--- src/rtl/fetch_sequencer_pkg.sv ---
// Shared definitions for the fetch sequencer and the CPU modules around it.
//   state_e          : multi-cycle sequencer states (IF, ID, EX, MA, WB, HALT)
//   ENABLE / DISABLE : active levels for enables driven by the sequencer
//   DEFAULT_RESET_PC : first instruction byte address after reset (word 0x80)
//   stage_onehot()   : maps a state to the {WB,MA,EX,ID,IF} one-hot stage vector
package fetch_sequencer_pkg;

  typedef enum logic [2:0] {
    ST_IF   = 3'd0,
    ST_ID   = 3'd1,
    ST_EX   = 3'd2,
    ST_MA   = 3'd3,
    ST_WB   = 3'd4,
    ST_HALT = 3'd5
  } state_e;

  localparam logic ENABLE  = 1'b1;
  localparam logic DISABLE = 1'b0;

  localparam logic [31:0] DEFAULT_RESET_PC = 32'h0000_0200;

  // HALT (and any unused encoding) gives an all-zero stage vector.
  function automatic logic [4:0] stage_onehot(input state_e s);
    logic [4:0] v;
    v = 5'b00000;
    case (s)
      ST_IF:   v = 5'b00001;
      ST_ID:   v = 5'b00010;
      ST_EX:   v = 5'b00100;
      ST_MA:   v = 5'b01000;
      ST_WB:   v = 5'b10000;
      default: v = 5'b00000;
    endcase
    return v;
  endfunction

endpackage

--- src/rtl/fetch_sequencer_if.sv ---
// Instruction-memory bus between the fetch sequencer (master) and the
// instruction memory (slave).
//   imem_addr  : byte address of the requested word
//   imem_en    : read enable, active high
//   imem_rdata : instruction word, registered inside the memory
// Handshake: there is no ready signal and no backpressure. A read is requested
// by imem_en=1 at a rising clk edge; the memory presents the word at imem_addr
// on imem_rdata from that edge onward and holds it until the next accepted read
// (or its reset preload). The sequencer relies on this 1-cycle latency.
interface fetch_sequencer_if;
  logic [31:0] imem_addr;
  logic        imem_en;
  logic [31:0] imem_rdata;

  modport master (output imem_addr, output imem_en, input imem_rdata);
  modport slave  (input imem_addr, input imem_en, output imem_rdata);
endinterface

--- src/rtl/fetch_sequencer.sv ---
// Multi-cycle instruction fetch sequencer: walks IF->ID->EX->MA->WB per
// instruction, latches the instruction word, computes the next pc (sequential
// or redirected), holds in MA on data-memory stalls and stops in HALT.
// Ports:
//   clk, nrst     : clock (rising edge), asynchronous active-low reset
//   imem          : instruction-memory bus (master side)
//   br_taken      : redirect request, used in EX only
//   br_target     : redirect byte address, used in EX only
//   mem_busy      : data-memory stall, used in MA only
//   halt_req      : stop request, used in WB only
//   pc, pc_plus4  : address of the instruction in flight and pc + 4
//   ir            : latched instruction word, valid from ID onward
//   stage         : one-hot {WB,MA,EX,ID,IF}, zero in HALT
//   halted        : in HALT
//   misalign      : sticky, a taken redirect had target[1:0] != 0
//   stall_timeout : sticky, a single MA stall reached STALL_MAX cycles
//   state_dbg     : raw FSM state
module fetch_sequencer
  import fetch_sequencer_pkg::*;
#(
  parameter logic [31:0] RESET_PC  = DEFAULT_RESET_PC,
  parameter int          STALL_MAX = 16
) (
  input  logic                      clk,
  input  logic                      nrst,
  fetch_sequencer_if.master         imem,
  input  logic                      br_taken,
  input  logic [31:0]               br_target,
  input  logic                      mem_busy,
  input  logic                      halt_req,
  output logic [31:0]               pc,
  output logic [31:0]               pc_plus4,
  output logic [31:0]               ir,
  output logic [4:0]                stage,
  output logic                      halted,
  output logic                      misalign,
  output logic                      stall_timeout,
  output state_e                    state_dbg
);

  localparam int CW = $clog2(STALL_MAX + 1);
  localparam logic [CW-1:0] STALL_LIM = CW'(STALL_MAX);

  state_e        state, state_nxt;
  logic [31:0]   next_pc;
  logic [CW-1:0] stall_cnt;

  // State register.
  always_ff @(posedge clk or negedge nrst) begin
    if (!nrst) state <= ST_IF;
    else       state <= state_nxt;
  end

  // Next state and instruction-memory request.
  always_comb begin
    state_nxt      = state;
    imem.imem_en   = DISABLE;
    imem.imem_addr = pc;
    case (state)
      ST_IF: state_nxt = ST_ID;
      ST_ID: state_nxt = ST_EX;
      ST_EX: state_nxt = ST_MA;
      ST_MA: state_nxt = mem_busy ? ST_MA : ST_WB;
      ST_WB: begin
        if (halt_req) begin
          state_nxt = ST_HALT;
        end else begin
          state_nxt = ST_IF;
          // Fetch issued here so the word is on imem_rdata throughout IF.
          imem.imem_en   = ENABLE;
          imem.imem_addr = next_pc;
        end
      end
      ST_HALT: state_nxt = ST_HALT;
      default: state_nxt = ST_IF;
    endcase
  end

  // Registered datapath.
  always_ff @(posedge clk or negedge nrst) begin
    if (!nrst) begin
      pc            <= RESET_PC;
      next_pc       <= RESET_PC + 32'd4;
      ir            <= 32'd0;
      misalign      <= 1'b0;
      stall_timeout <= 1'b0;
      stall_cnt     <= '0;
    end else begin
      case (state)
        ST_IF: ir <= imem.imem_rdata;
        ST_EX: begin
          next_pc <= br_taken ? {br_target[31:2], 2'b00} : pc_plus4;
          if (br_taken && (br_target[1:0] != 2'b00)) misalign <= 1'b1;
        end
        ST_MA: begin
          if (mem_busy) begin
            // Saturates at the limit; the flag is set on the edge the
            // count reaches STALL_MAX and the FSM keeps waiting.
            if (stall_cnt != STALL_LIM) begin
              stall_cnt <= stall_cnt + CW'(1);
              if (stall_cnt == STALL_LIM - CW'(1)) stall_timeout <= 1'b1;
            end
          end else begin
            stall_cnt <= '0;
          end
        end
        ST_WB: if (!halt_req) pc <= next_pc;
        default: ;
      endcase
    end
  end

  assign pc_plus4  = pc + 32'd4;
  assign stage     = stage_onehot(state);
  assign halted    = (state == ST_HALT);
  assign state_dbg = state;

endmodule

--- src/flat_wrapper.sv ---
// flat-port wrapper written by rule: the top's interface ports become plain ports
module fetch_sequencer_flat import fetch_sequencer_pkg::*;
#(
  parameter logic [31:0] RESET_PC  = DEFAULT_RESET_PC,
  parameter int          STALL_MAX = 16
)
  (clk, nrst, br_taken, br_target, mem_busy, halt_req, pc, pc_plus4, ir, stage, halted, misalign, stall_timeout, state_dbg, imem_imem_addr, imem_imem_en, imem_imem_rdata);
  fetch_sequencer_if imem_i ();
  input  logic clk;
  input  logic nrst;
  input  logic br_taken;
  input  logic [31:0] br_target;
  input  logic mem_busy;
  input  logic halt_req;
  output logic [31:0] pc;
  output logic [31:0] pc_plus4;
  output logic [31:0] ir;
  output logic [4:0] stage;
  output logic halted;
  output logic misalign;
  output logic stall_timeout;
  output state_e state_dbg;
  output wire logic [$bits(imem_i.imem_addr)-1:0] imem_imem_addr;
  output wire logic [$bits(imem_i.imem_en)-1:0] imem_imem_en;
  input wire logic [$bits(imem_i.imem_rdata)-1:0] imem_imem_rdata;
  assign imem_imem_addr = imem_i.imem_addr;
  assign imem_imem_en = imem_i.imem_en;
  assign imem_i.imem_rdata = imem_imem_rdata;
  fetch_sequencer #(.RESET_PC(RESET_PC), .STALL_MAX(STALL_MAX)) u_core (.clk(clk), .nrst(nrst), .imem(imem_i), .br_taken(br_taken), .br_target(br_target), .mem_busy(mem_busy), .halt_req(halt_req), .pc(pc), .pc_plus4(pc_plus4), .ir(ir), .stage(stage), .halted(halted), .misalign(misalign), .stall_timeout(stall_timeout), .state_dbg(state_dbg));
endmodule
--- config.mk ---
export PLATFORM = sky130hd
export DESIGN_NAME = fetch_sequencer_flat
export DESIGN_NICKNAME = d
export VERILOG_FILES = /design/src/rtl/fetch_sequencer_pkg.sv /design/src/rtl/fetch_sequencer_if.sv /design/src/rtl/fetch_sequencer.sv /design/src/flat_wrapper.sv
export SDC_FILE = /design/constraint.sdc
export NUM_CORES = 1
export LEC_CHECK = 0
export CORE_MARGIN = 8
export CORE_UTILIZATION = 39
export CTS_CLUSTER_DIAMETER = 100
export CTS_CLUSTER_SIZE = 12
export DETAILED_ROUTE_END_ITERATION = 8
export PLACE_DENSITY = 0.75
export SETUP_SLACK_MARGIN = 0.3
export SYNTH_ARGS = -nofsm -noshare
export SYNTH_HDL_FRONTEND = slang
export SYNTH_SLANG_ARGS = --single-unit
--- constraint.sdc ---
create_clock -name clk -period 2.09 [get_ports clk]
set_clock_uncertainty 0.15 [all_clocks]
set_input_delay 0.5225 -clock clk [delete_from_list [all_inputs] [get_ports clk]]
set_output_delay 0.5225 -clock clk [all_outputs]
set_load 0.05 [all_outputs]
==> parameters.txt, run 1 <==
Parameter                              Value

Run status
  Run status    complete, but fails checks
  Failing checks    negative hold slack, negative setup slack

Setup path
  Crit path required time    1.42 ns
  Worst-case register-to-register setup slack    -0.49 ns
  Sequence of cells on the critical path    and4_4 -> and4_4 -> nand4_1 -> xnor2_4 -> buf_12
  Slowest cell on the critical path    sky130_fd_sc_hd__dfstp_4
  Largest incremental delay on the critical path    0.66 ns
  Dominant cell type by count on the critical path    sky130_fd_sc_hd__and4_4
  Worst reg2reg path endpoint    u_core.next_pc[26]$_DFFE_PN0P_
  Top delay family on crit path    simple AND/OR/NAND/NOR gates
  Crit Path Max Fanout    3
  Critical path buffers and inverters    1
  Worst r2r path cells    7
  Launch point of the worst path    u_core.pc[9]$_DFF_PN1_
  Startpoint of the lowest-slack register-to-register path    u_core.pc[9]$_DFF_PN1_
  CP arrival    2.34 ns
  Worst setup SP type    register
  Element type at the critical path end    primary output
  Class of the most critical setup path    reg2out

Route
  Vias after detailed routing    5764
  Wire per inst    29.2 um
  Residual DRC    0
  Vias per inst    5.89
  ANT nets after route    0
  Total Routed Length    28.6 mm
  Count of routing violations after the opening detailed-route iteration    463
  First-pass detailed-route iteration total    5

Place
  Post-Place Setup Slack    -0.530 ns
  Post-Place Cell Area    0.00926 mm2
  Port buffer count    208
  Global placement routability congestion    0.881
  Half-perimeter wire length after detailed placement    14.8 mm

Cells and area
  Number of nets in the final layout    872
  Fraction of final layout cells sized beyond drive strength 1    66.4%
  Layout Area Growth over Synthesis    128%
  Finished Cell Area    0.0115 mm2

Logic synthesis
  Post-synthesis instance area    0.00505 mm2
  Synth cell types    49
  Syn_area_per_cell    11.7 um2
  Flip-flop and latch count after synthesis    106
  Number of synthesis warnings    0
  Number of nets in the synthesized netlist    503
  Cells after Synth    430
  Proportion of synthesized chip area in sequential cells    52.6%

Timing
  Fraction of the cycle the final worst path needs    144%
  Final setup viols    123
  Slack of the critical path    -0.924 ns
  Setup repair after global routing missed its margin    true
  Final worst hold slack    -0.0123 ns
  Final-report max-slew violation count    0
  Max_slew headroom    55.3%
  Max Clk Rate    332 MHz
  Number of failing hold endpoints at the final stage    11
  Tightest Pin Transition    0.667 ns
  Post-route minimum period    3.01 ns

Clock tree
  Htree depth    3
  Library cell used as clock root buffer    sky130_fd_sc_hd__clkbuf_16
  Number of clock buffers inserted by TritonCTS    9
  Clock latency on the worst-skew pair    0.38 ns
  Sinks on the clock net    106
  CTS tree    yes
  Clock slew at reported path FFs    0.08 ns
  Buffers from clock root to sink, at most    2

Floorplanning
  Number of top-level design ports    209
  Starting density of the core    40.0%
  Die area    0.0168 mm2
  Area of the core    0.0126 mm2
  Vertical die dimension    130 um
  Site row count    41
  Die Width    130 um

Flow run
  Maxcap violations    0

Global route
  Antenna violations before repair    1
  Overflow after GRT    0
  Largest net degree at the start of global routing    57
  Via count of the first global-routing pass    5610
  Global-route wire length before repair    34.3 mm
  Total routing usage reported by global routing    27.6%

Power
  Maximum resistive drop on vdd    1.29 mV
  Power density normalized to cell area    1940 mW/mm2
  Static Leakage    5.26 nW
  Power after layout    22.3 mW

Worst hold path
  Worst hold-check path type    in2async
## sequential cells by signal, indices dropped and copies added, names as in the netlist
signal	cells
u_core.pc	32
u_core.state_dbg	3
u_core.ir	32
u_core.next_pc	32
u_core.stall_timeout	1
u_core.misalign	1
u_core.stall_cnt	5
## how the worst max path moves through the flow
stage | cells after the start | endpoint | slack [ns]
2_1_floorplan | 4 | pc_plus4[23] | -0.65
3_3_place_gp | 5 | imem_imem_addr[22] | -0.50
3_5_place_dp | 5 | imem_imem_addr[20] | -0.53
4_1_cts | 6 | pc_plus4[23] | -0.79
5_1_grt | 5 | pc_plus4[26] | -0.98
6_report | 5 | pc_plus4[26] | -0.92
## report_power, final
group | internal, mW | leakage (nW) | total [mW] | switching, mW
Clock | 0.942 | 0.146 | 1.85 | 0.904
Sequential | 3.06 | 1.28 | 4.03 | 0.972
Combinational | 7.60 | 3.83 | 16.4 | 8.83
Total | 11.6 | 5.26 | 22.3 | 10.7
## through the flow
step	setup TNS (ns)	cells	utilization, %
2_1_floorplan	-33.06	430	-
3_3_place_gp	-24.58	871	73.4
3_5_place_dp	-26.38	871	73.4
4_1_cts	-38.77	938	85.3
5_1_grt	-54.87	977	91.2
6_report	-50.87	978	91.2
## cell families after synthesis
kind of cell / count (synthesis) / share of synthesized area (%)
xor+xnor: 25 / 5.08
mux: 66 / 14.6
compound gates: 54 / 8.03
buf+inv: 37 / 3.27
fa+ha+maj: 4 / 0.991
flops: 106 / 52.6
simple gates: 138 / 15.4
## cell usage after synthesis, drive strengths merged
master | instances | area (um2)
a21oi | 6 | 30.0
o22ai | 1 | 6.26
o21bai | 1 | 7.51
or2 | 3 | 18.8
nand2b | 6 | 37.5
nand3 | 19 | 95.1
o31a | 1 | 8.76
nor4 | 4 | 40.0
xor2 | 5 | 43.8
nor2 | 17 | 63.8
nand2 | 32 | 128
a21o | 1 | 7.51
clkbuf | 11 | 41.3
nor3 | 9 | 55.1
buf | 16 | 86.3
inv | 10 | 37.5
nand3b | 4 | 30.0
ha | 4 | 50.1
a21boi | 1 | 7.51
and3 | 23 | 145
or3 | 1 | 6.26
o21ai | 14 | 70.1
nor2b | 1 | 6.26
a31o | 2 | 17.5
o31ai | 2 | 15.0
a221o | 19 | 190
and2 | 4 | 25.0
a31oi | 1 | 6.26
a22oi | 1 | 7.51
xnor2 | 20 | 213
o211ai | 3 | 22.5
mux2i | 4 | 40.0
dfstp | 3 | 78.8
mux2 | 62 | 698
and4 | 4 | 38.8
dfrtp | 103 | 2580
a22o | 1 | 8.76
nand4 | 11 | 90.1
## layer usage
| layer | global-route usage, % | vias up | routed length [um] | part of all wire (%) |
|---|---|---|---|---|
| met5 | 0 | - | 0 | 0 |
| li1 | - | 2298 | - | - |
| met2 | 47.4 | 370 | 14600 | 51 |
| met3 | 8.12 | 119 | 2180 | 7.6 |
| met1 | 30.2 | 2977 | 10200 | 36 |
| met4 | 14.8 | 0 | 1630 | 5.7 |
## final cells by class
type | instances | area [um2]
fillers | 425 | 1110
clock buffers | 9 | 225
repair buffers | 385 | 4750
flip-flops and latches | 106 | 2710
clock inverters | 7 | 77.6
well taps | 172 | 215
multi-input cells | 287 | 3480
diodes | 2 | 5.00
inverters | 10 | 48.8
## cells in the final DEF, fill, tap and decap left out, types with 10 or more instances in the layout
| master | instances |
|---|---|
| sky130_fd_sc_hd__and3_1 | 19 |
| sky130_fd_sc_hd__nand3_4 | 11 |
| sky130_fd_sc_hd__dfrtp_2 | 25 |
| sky130_fd_sc_hd__buf_8 | 25 |
| sky130_fd_sc_hd__mux2_4 | 62 |
| sky130_fd_sc_hd__nand2_1 | 21 |
| sky130_fd_sc_hd__dfrtp_1 | 74 |
| sky130_fd_sc_hd__a221o_1 | 19 |
| sky130_fd_sc_hd__clkdlybuf4s50_1 | 67 |
| sky130_fd_sc_hd__xnor2_4 | 20 |
| sky130_fd_sc_hd__buf_6 | 102 |
| sky130_fd_sc_hd__clkbuf_16 | 10 |
| sky130_fd_sc_hd__buf_4 | 105 |
| sky130_fd_sc_hd__buf_12 | 79 |
## repair_timing
| action | in CTS | in global routing |
|---|---|---|
| gates resized for setup | 163 | 106 |
| endpoints found under the setup margin | 150 | 195 |
| buffers inserted | 45 | 37 |
| pin swaps | 52 | 34 |
| gates cloned | 6 | 1 |
| hold buffers | 0 | 0 |
Power figures use the tool's default switching activity.
==> inputs of run 2 (changes only) <==
--- a/config.mk
+++ b/config.mk
@@ -11,6 +11,7 @@
 export CTS_CLUSTER_SIZE = 12
 export DETAILED_ROUTE_END_ITERATION = 8
 export PLACE_DENSITY = 0.75
+export RECOVER_POWER = 25
 export SETUP_SLACK_MARGIN = 0.3
 export SYNTH_ARGS = -nofsm -noshare
 export SYNTH_HDL_FRONTEND = slang
==> parameters.txt, run 2 (synthesis results as in run 1) <==
Parameter                              Value

Power
  Clock share of power    8.3%
  Power after layout    22.3 mW
  Power density normalized to cell area    1940 mW/mm2
  Static Leakage    5.24 nW
  Sw Share    48.0%
  Sequential cell fraction of total power    18.1%
  Combinational Power Share    73.7%
  Switching component of the power    10.7 mW
  Maximum resistive drop on vdd    1.29 mV
  Internal power summed over all cells    11.6 mW

Clock tree
  Clock latency on the worst-skew pair    0.38 ns
  Htree depth    3
  Clock slew at reported path FFs    0.07 ns
  Library cell used as clock root buffer    sky130_fd_sc_hd__clkbuf_16
  Number of clock buffers inserted by TritonCTS    9
  CTS tree    yes
  Buffers from clock root to sink, at most    2
  Sinks on the clock net    106

Setup path
  Crit path required time    1.42 ns
  Element type at the critical path end    primary output
  Worst r2r path cells    7
  Class of the most critical setup path    reg2out
  CP arrival    2.34 ns
  Worst setup SP type    register
  Crit Path Max Fanout    3

Timing
  Max Clk Rate    332 MHz
  Number of failing hold endpoints at the final stage    0
  Post-route minimum period    3.01 ns
  Fraction of the cycle the final worst path needs    144%
  Slack of the critical path    -0.925 ns
  Final-report max-slew violation count    56
  Final setup viols    123
  Setup repair after global routing missed its margin    true
  Setup TNS    -50.79 ns
  Max_slew headroom    -0.309%
  Tightest Pin Transition    1.50 ns

Run status
  Run status    complete, but fails checks
  Failing checks    max-capacitance violations, max-slew violations, negative setup slack

Global route
  Antenna violations before repair    1
  Total routing usage reported by global routing    27.6%
  Global-route wire length before repair    34.3 mm
  Via count of the first global-routing pass    5610
  Largest net degree at the start of global routing    57
  Overflow after GRT    0

Route
  Routed metal-1 wire length    10.1 mm
  Met2 Wirelength    14.5 mm
  Count of routing violations after the opening detailed-route iteration    462
  Top routing layer in use    met4
  Wire per inst    29.2 um
  Met3 routed WL    2.15 mm
  ANT nets after route    0
  First-pass detailed-route iteration total    5
  Total Routed Length    28.5 mm
  Vias after detailed routing    5761
  Residual DRC    0
  Vias per inst    5.89

Cells and area
  Layout Area Growth over Synthesis    127%
  Number of fill cells in the layout    430
  Number of nets in the final layout    872
  Commonest cells after routing, fill and taps aside    104 x sky130_fd_sc_hd__buf_4, 102 x sky130_fd_sc_hd__buf_6, 77 x sky130_fd_sc_hd__buf_12
  Registers with the most flip-flops    u_core.ir x32, u_core.next_pc x32, u_core.pc x32
  End-of-flow core utilization    90.9%
  Fraction of final layout cells sized beyond drive strength 1    66.3%
  Commonest non-fill, non-tap cell in the layout    sky130_fd_sc_hd__buf_4

Worst hold path
  Worst hold path stage count    2
  Worst hold-check path type    reg2reg

Place
  Half-perimeter wire length after detailed placement    14.8 mm
  Port buffer count    208
  Global placement routability congestion    0.881

Floorplanning
  Die area    0.0168 mm2
  Area of the core    0.0126 mm2
  Vertical die dimension    130 um
  Starting density of the core    40.0%
  Number of top-level design ports    209
  Site row count    41
  Die Width    130 um

Flow run
  Maxcap violations    1
[run 2: changes by cell type in the layout (fill, tap and decap cells not counted), sizes merged]
cell and change:
buf -3, clkbuf +3
[run 2: layout make-up]
cell class,instances,area [um2],area share (%)
Tap cell,172,215,1.88
Clock inverter,7,77.6,0.676
Antenna cell,2,5.00,0.0436
Timing Repair Buffer,385,4720,41.1
Inverter,10,48.8,0.425
Sequential cell,106,2710,23.6
Multi-Input combinational cell,287,3480,30.3
Clock buffer,9,225,1.96
[run 2: worst max-delay path, stage by stage (launching register included)]
cell                      delay (ns)
sky130_fd_sc_hd__dfstp_4        0.66
sky130_fd_sc_hd__and4_4         0.27
sky130_fd_sc_hd__and4_4         0.25
sky130_fd_sc_hd__nand4_1        0.29
sky130_fd_sc_hd__xnor2_4        0.31
sky130_fd_sc_hd__buf_12         0.17
[run 2: path summary, 6_finish.rpt]
kind | slack [ns] | endpoint | start
hold / removal | 0.33 | u_core.next_pc[5]$_DFFE_PN0P_ | u_core.next_pc[5]$_DFFE_PN0P_
min in group asynchronous | 0.39 | u_core.ir[25]$_DFFE_PN0P_ | nrst
setup / recovery | -0.92 | pc_plus4[26] | u_core.pc[9]$_DFF_PN1_
hold reg to reg | 0.33 | u_core.next_pc[5]$_DFFE_PN0P_ | u_core.next_pc[5]$_DFFE_PN0P_
setup reg to reg | -0.49 | u_core.next_pc[26]$_DFFE_PN0P_ | u_core.pc[9]$_DFF_PN1_
max in group asynchronous | 0.21 | u_core.pc[4]$_DFF_PN0_ | nrst
[run 2: what timing repair did]
action / CTS / global route
setup endpoints to repair: 150 / 195
cloned: 6 / 1
hold buffers: 0 / 0
buffers inserted: 45 / 37
pin swaps: 52 / 34
gates resized for setup: 163 / 106
[run 2: through the flow]
step | hold slack, ns | setup slack, ns | instances | cell area, um2
after floorplan | 0.0769 | -0.654 | 430 | 6020
after global placement | 0.308 | -0.501 | 871 | 9260
after detailed placement | 0.316 | -0.530 | 871 | 9260
after CTS | 0.00893 | -0.792 | 938 | 10800
after global routing | 0.367 | -0.979 | 977 | 11500
final | 0.328 | -0.925 | 978 | 11500
[run 2: routing by layer]
metal,track usage (%),vias to the layer above
li1,-,2294
met1,30.2,2979
met2,47.4,357
met3,8.12,131
met4,14.8,0
met5,0,-
[run 2: power by group through the flow]
stage               logic [mW]  clock network, mW  registers, mW
finish                    16.4               1.84           4.02
global route              16.8               1.93           4.09
CTS                       14.7               1.81           3.82
detailed placement        13.3                  0           3.79
global placement          13.0                  0           3.75
floorplan                 5.53                  0           6.11
==> inputs of run 3 (changes only) <==
--- a/config.mk
+++ b/config.mk
@@ -5,9 +5,8 @@
 export SDC_FILE = /design/constraint.sdc
 export NUM_CORES = 1
 export LEC_CHECK = 0
-export CORE_MARGIN = 8
+export CORE_MARGIN = 4
 export CORE_UTILIZATION = 39
-export CTS_CLUSTER_DIAMETER = 100
 export CTS_CLUSTER_SIZE = 12
 export DETAILED_ROUTE_END_ITERATION = 8
 export PLACE_DENSITY = 0.75
==> parameters.txt, run 3 (synthesis results as in run 1) <==
Parameter                              Value

Run status
  Run status    complete, but fails checks
  Failing checks    negative setup slack

Setup path
  Worst-case register-to-register setup slack    -0.31 ns
  Class of the most critical setup path    reg2out
  Worst setup SP type    register
  CP arrival    2.25 ns
  Crit Path Max Fanout    5
  Slowest cell on the critical path    sky130_fd_sc_hd__dfrtp_4
  Crit path required time    1.42 ns
  Sequence of cells on the critical path    ha_4 -> and4_4 -> nand4_4 -> buf_6 -> nor3_4 -> xor2_4 -> buf_12
  Element type at the critical path end    primary output
  Largest incremental delay on the critical path    0.45 ns

Place
  Number of placed cells counting well taps    868
  Port buffer count    208
  Half-perimeter wire length after detailed placement    13.9 mm
  Global placement routability congestion    0.908

Route
  Residual DRC    0
  Count of routing violations after the opening detailed-route iteration    468
  First-pass detailed-route iteration total    5
  Vias after detailed routing    5599
  ANT nets after route    0
  Wire per inst    27.5 um
  Vias per inst    5.83
  Total Routed Length    26.4 mm

Clock tree
  Clock latency on the worst-skew pair    0.37 ns
  Sinks on the clock net    106
  Buffers from clock root to sink, at most    2
  CTS tree    yes
  Htree depth    3
  Number of clock buffers inserted by TritonCTS    9
  Clock slew at reported path FFs    0.07 ns
  Library cell used as clock root buffer    sky130_fd_sc_hd__clkbuf_16

Floorplanning
  Vertical die dimension    122 um
  Site row count    41
  Number of top-level design ports    209
  Area of the core    0.0127 mm2
  Starting density of the core    39.9%
  Die area    0.0148 mm2
  Die Width    122 um

Cells and area
  Registers with the most flip-flops    u_core.ir x32, u_core.next_pc x32, u_core.pc x32
  Layout Area Growth over Synthesis    126%
  Post-layout instance count excluding filler cells    960
  Number of nets in the final layout    855
  Commonest non-fill, non-tap cell in the layout    sky130_fd_sc_hd__buf_12
  Fraction of final layout cells sized beyond drive strength 1    64.4%
  Commonest cells after routing, fill and taps aside    95 x sky130_fd_sc_hd__buf_12, 89 x sky130_fd_sc_hd__buf_4, 89 x sky130_fd_sc_hd__buf_6

Power
  Power density normalized to cell area    1940 mW/mm2
  Static Leakage    5.22 nW
  Maximum resistive drop on vdd    1.27 mV

Timing
  Max_slew headroom    27.8%
  Final setup viols    123
  Slack of the critical path    -0.828 ns
  Setup repair after global routing missed its margin    true
  Number of failing hold endpoints at the final stage    0
  Fraction of the cycle the final worst path needs    140%
  Final worst hold slack    0.338 ns
  Tightest Pin Transition    1.08 ns
  Post-route minimum period    2.92 ns
  Max Clk Rate    343 MHz
  Final-report max-slew violation count    0
  Setup TNS    -48.11 ns

Global route
  Global routing usage on met3    8.50%
  Grt peak-use layer    met2
  Total routing usage reported by global routing    31.3%
  Antenna violations before repair    0
  Largest net degree at the start of global routing    51
  Global-route wire length before repair    34.7 mm
  GR Util met1    36.3%
  Overflow after GRT    0
  Met2 track utilization from global routing    54.2%
  Via count of the first global-routing pass    5803

Flow run
  Maxcap violations    0

Worst hold path
  Worst hold-check path type    reg2reg
[run 3: changes by cell type in the layout (fill, tap and decap cells not counted), sizes merged]
| cell | previous run | this run |
|---|---|---|
| clkinvlp | 2 | 4 |
| dlygate4sd3 | 0 | 1 |
| inv | 11 | 8 |
| buf | 314 | 297 |
| diode | 2 | 1 |
| clkinv | 3 | 2 |
| clkbuf | 13 | 14 |
[run 3: path summary, 6_finish.rpt]
check	startpoint	endpoint	cells past startpoint
worst max-delay path	u_core.pc[3]$_DFF_PN0_	pc_plus4[24]	7
worst min-delay path	u_core.misalign$_DFFE_PN0P_	u_core.misalign$_DFFE_PN0P_	1
worst min register to register	u_core.misalign$_DFFE_PN0P_	u_core.misalign$_DFFE_PN0P_	1
min in group asynchronous	nrst	u_core.next_pc[31]$_DFFE_PN0P_	2
worst max register to register	u_core.pc[3]$_DFF_PN0_	u_core.next_pc[30]$_DFFE_PN0P_	10
max in group asynchronous	nrst	u_core.next_pc[2]$_DFFE_PN1P_	3
[run 3: area by class of cell]
class / count / area (um2)
diodes: 1 / 2.50
clock buffers: 11 / 243
clock inverters: 5 / 55.1
fillers: 448 / 1240
inverters: 10 / 47.5
multi-input cells: 287 / 3410
flip-flops and latches: 106 / 2710
well taps: 172 / 215
repair buffers: 368 / 4750
[run 3: report_power, final]
group          total, mW  internal [mW]  switching, mW
registers           4.02           3.06          0.965
clock network       1.79          0.960          0.827
logic               16.3           7.71           8.62
total               22.1           11.7           10.4
[run 3: through the flow]
step	setup WS (ns)	utilization, %	power [mW]	cell area [um2]
after floorplan	-0.654	-	11.6	6020
after global placement	-0.496	74.8	17.2	9480
after detailed placement	-0.520	74.8	17.4	9480
after CTS	-0.757	84.8	20.6	10700
after global routing	-0.883	90.2	22.7	11400
final	-0.828	90.2	22.1	11400
[run 3: critical path, delay by kind of cell (launching register included)]
family / cells / cell delay [ns]
flip-flops: 1 / 0.45
buffers and inverters: 2 / 0.35
AND/OR/NAND/NOR: 3 / 0.71
adder cells (fa/ha/maj): 1 / 0.15
XOR/XNOR: 1 / 0.22
[run 3: timing repair]
| action | in CTS | in global routing |
|---|---|---|
| hold buffers | 1 | 0 |
| hold endpoints to repair | 14 | 0 |
| setup endpoints to repair | 151 | 203 |
| pin swaps | 34 | 46 |
| setup buffers | 38 | 27 |
| gates cloned | 6 | 3 |
| gates resized for setup | 113 | 108 |
[run 3: metal layers]
layer  wire length, um  up-vias
met2             13300      362
met5                 0        -
met4              1590        0
met1              9580     2855
li1                  -     2256
met3              1850      126
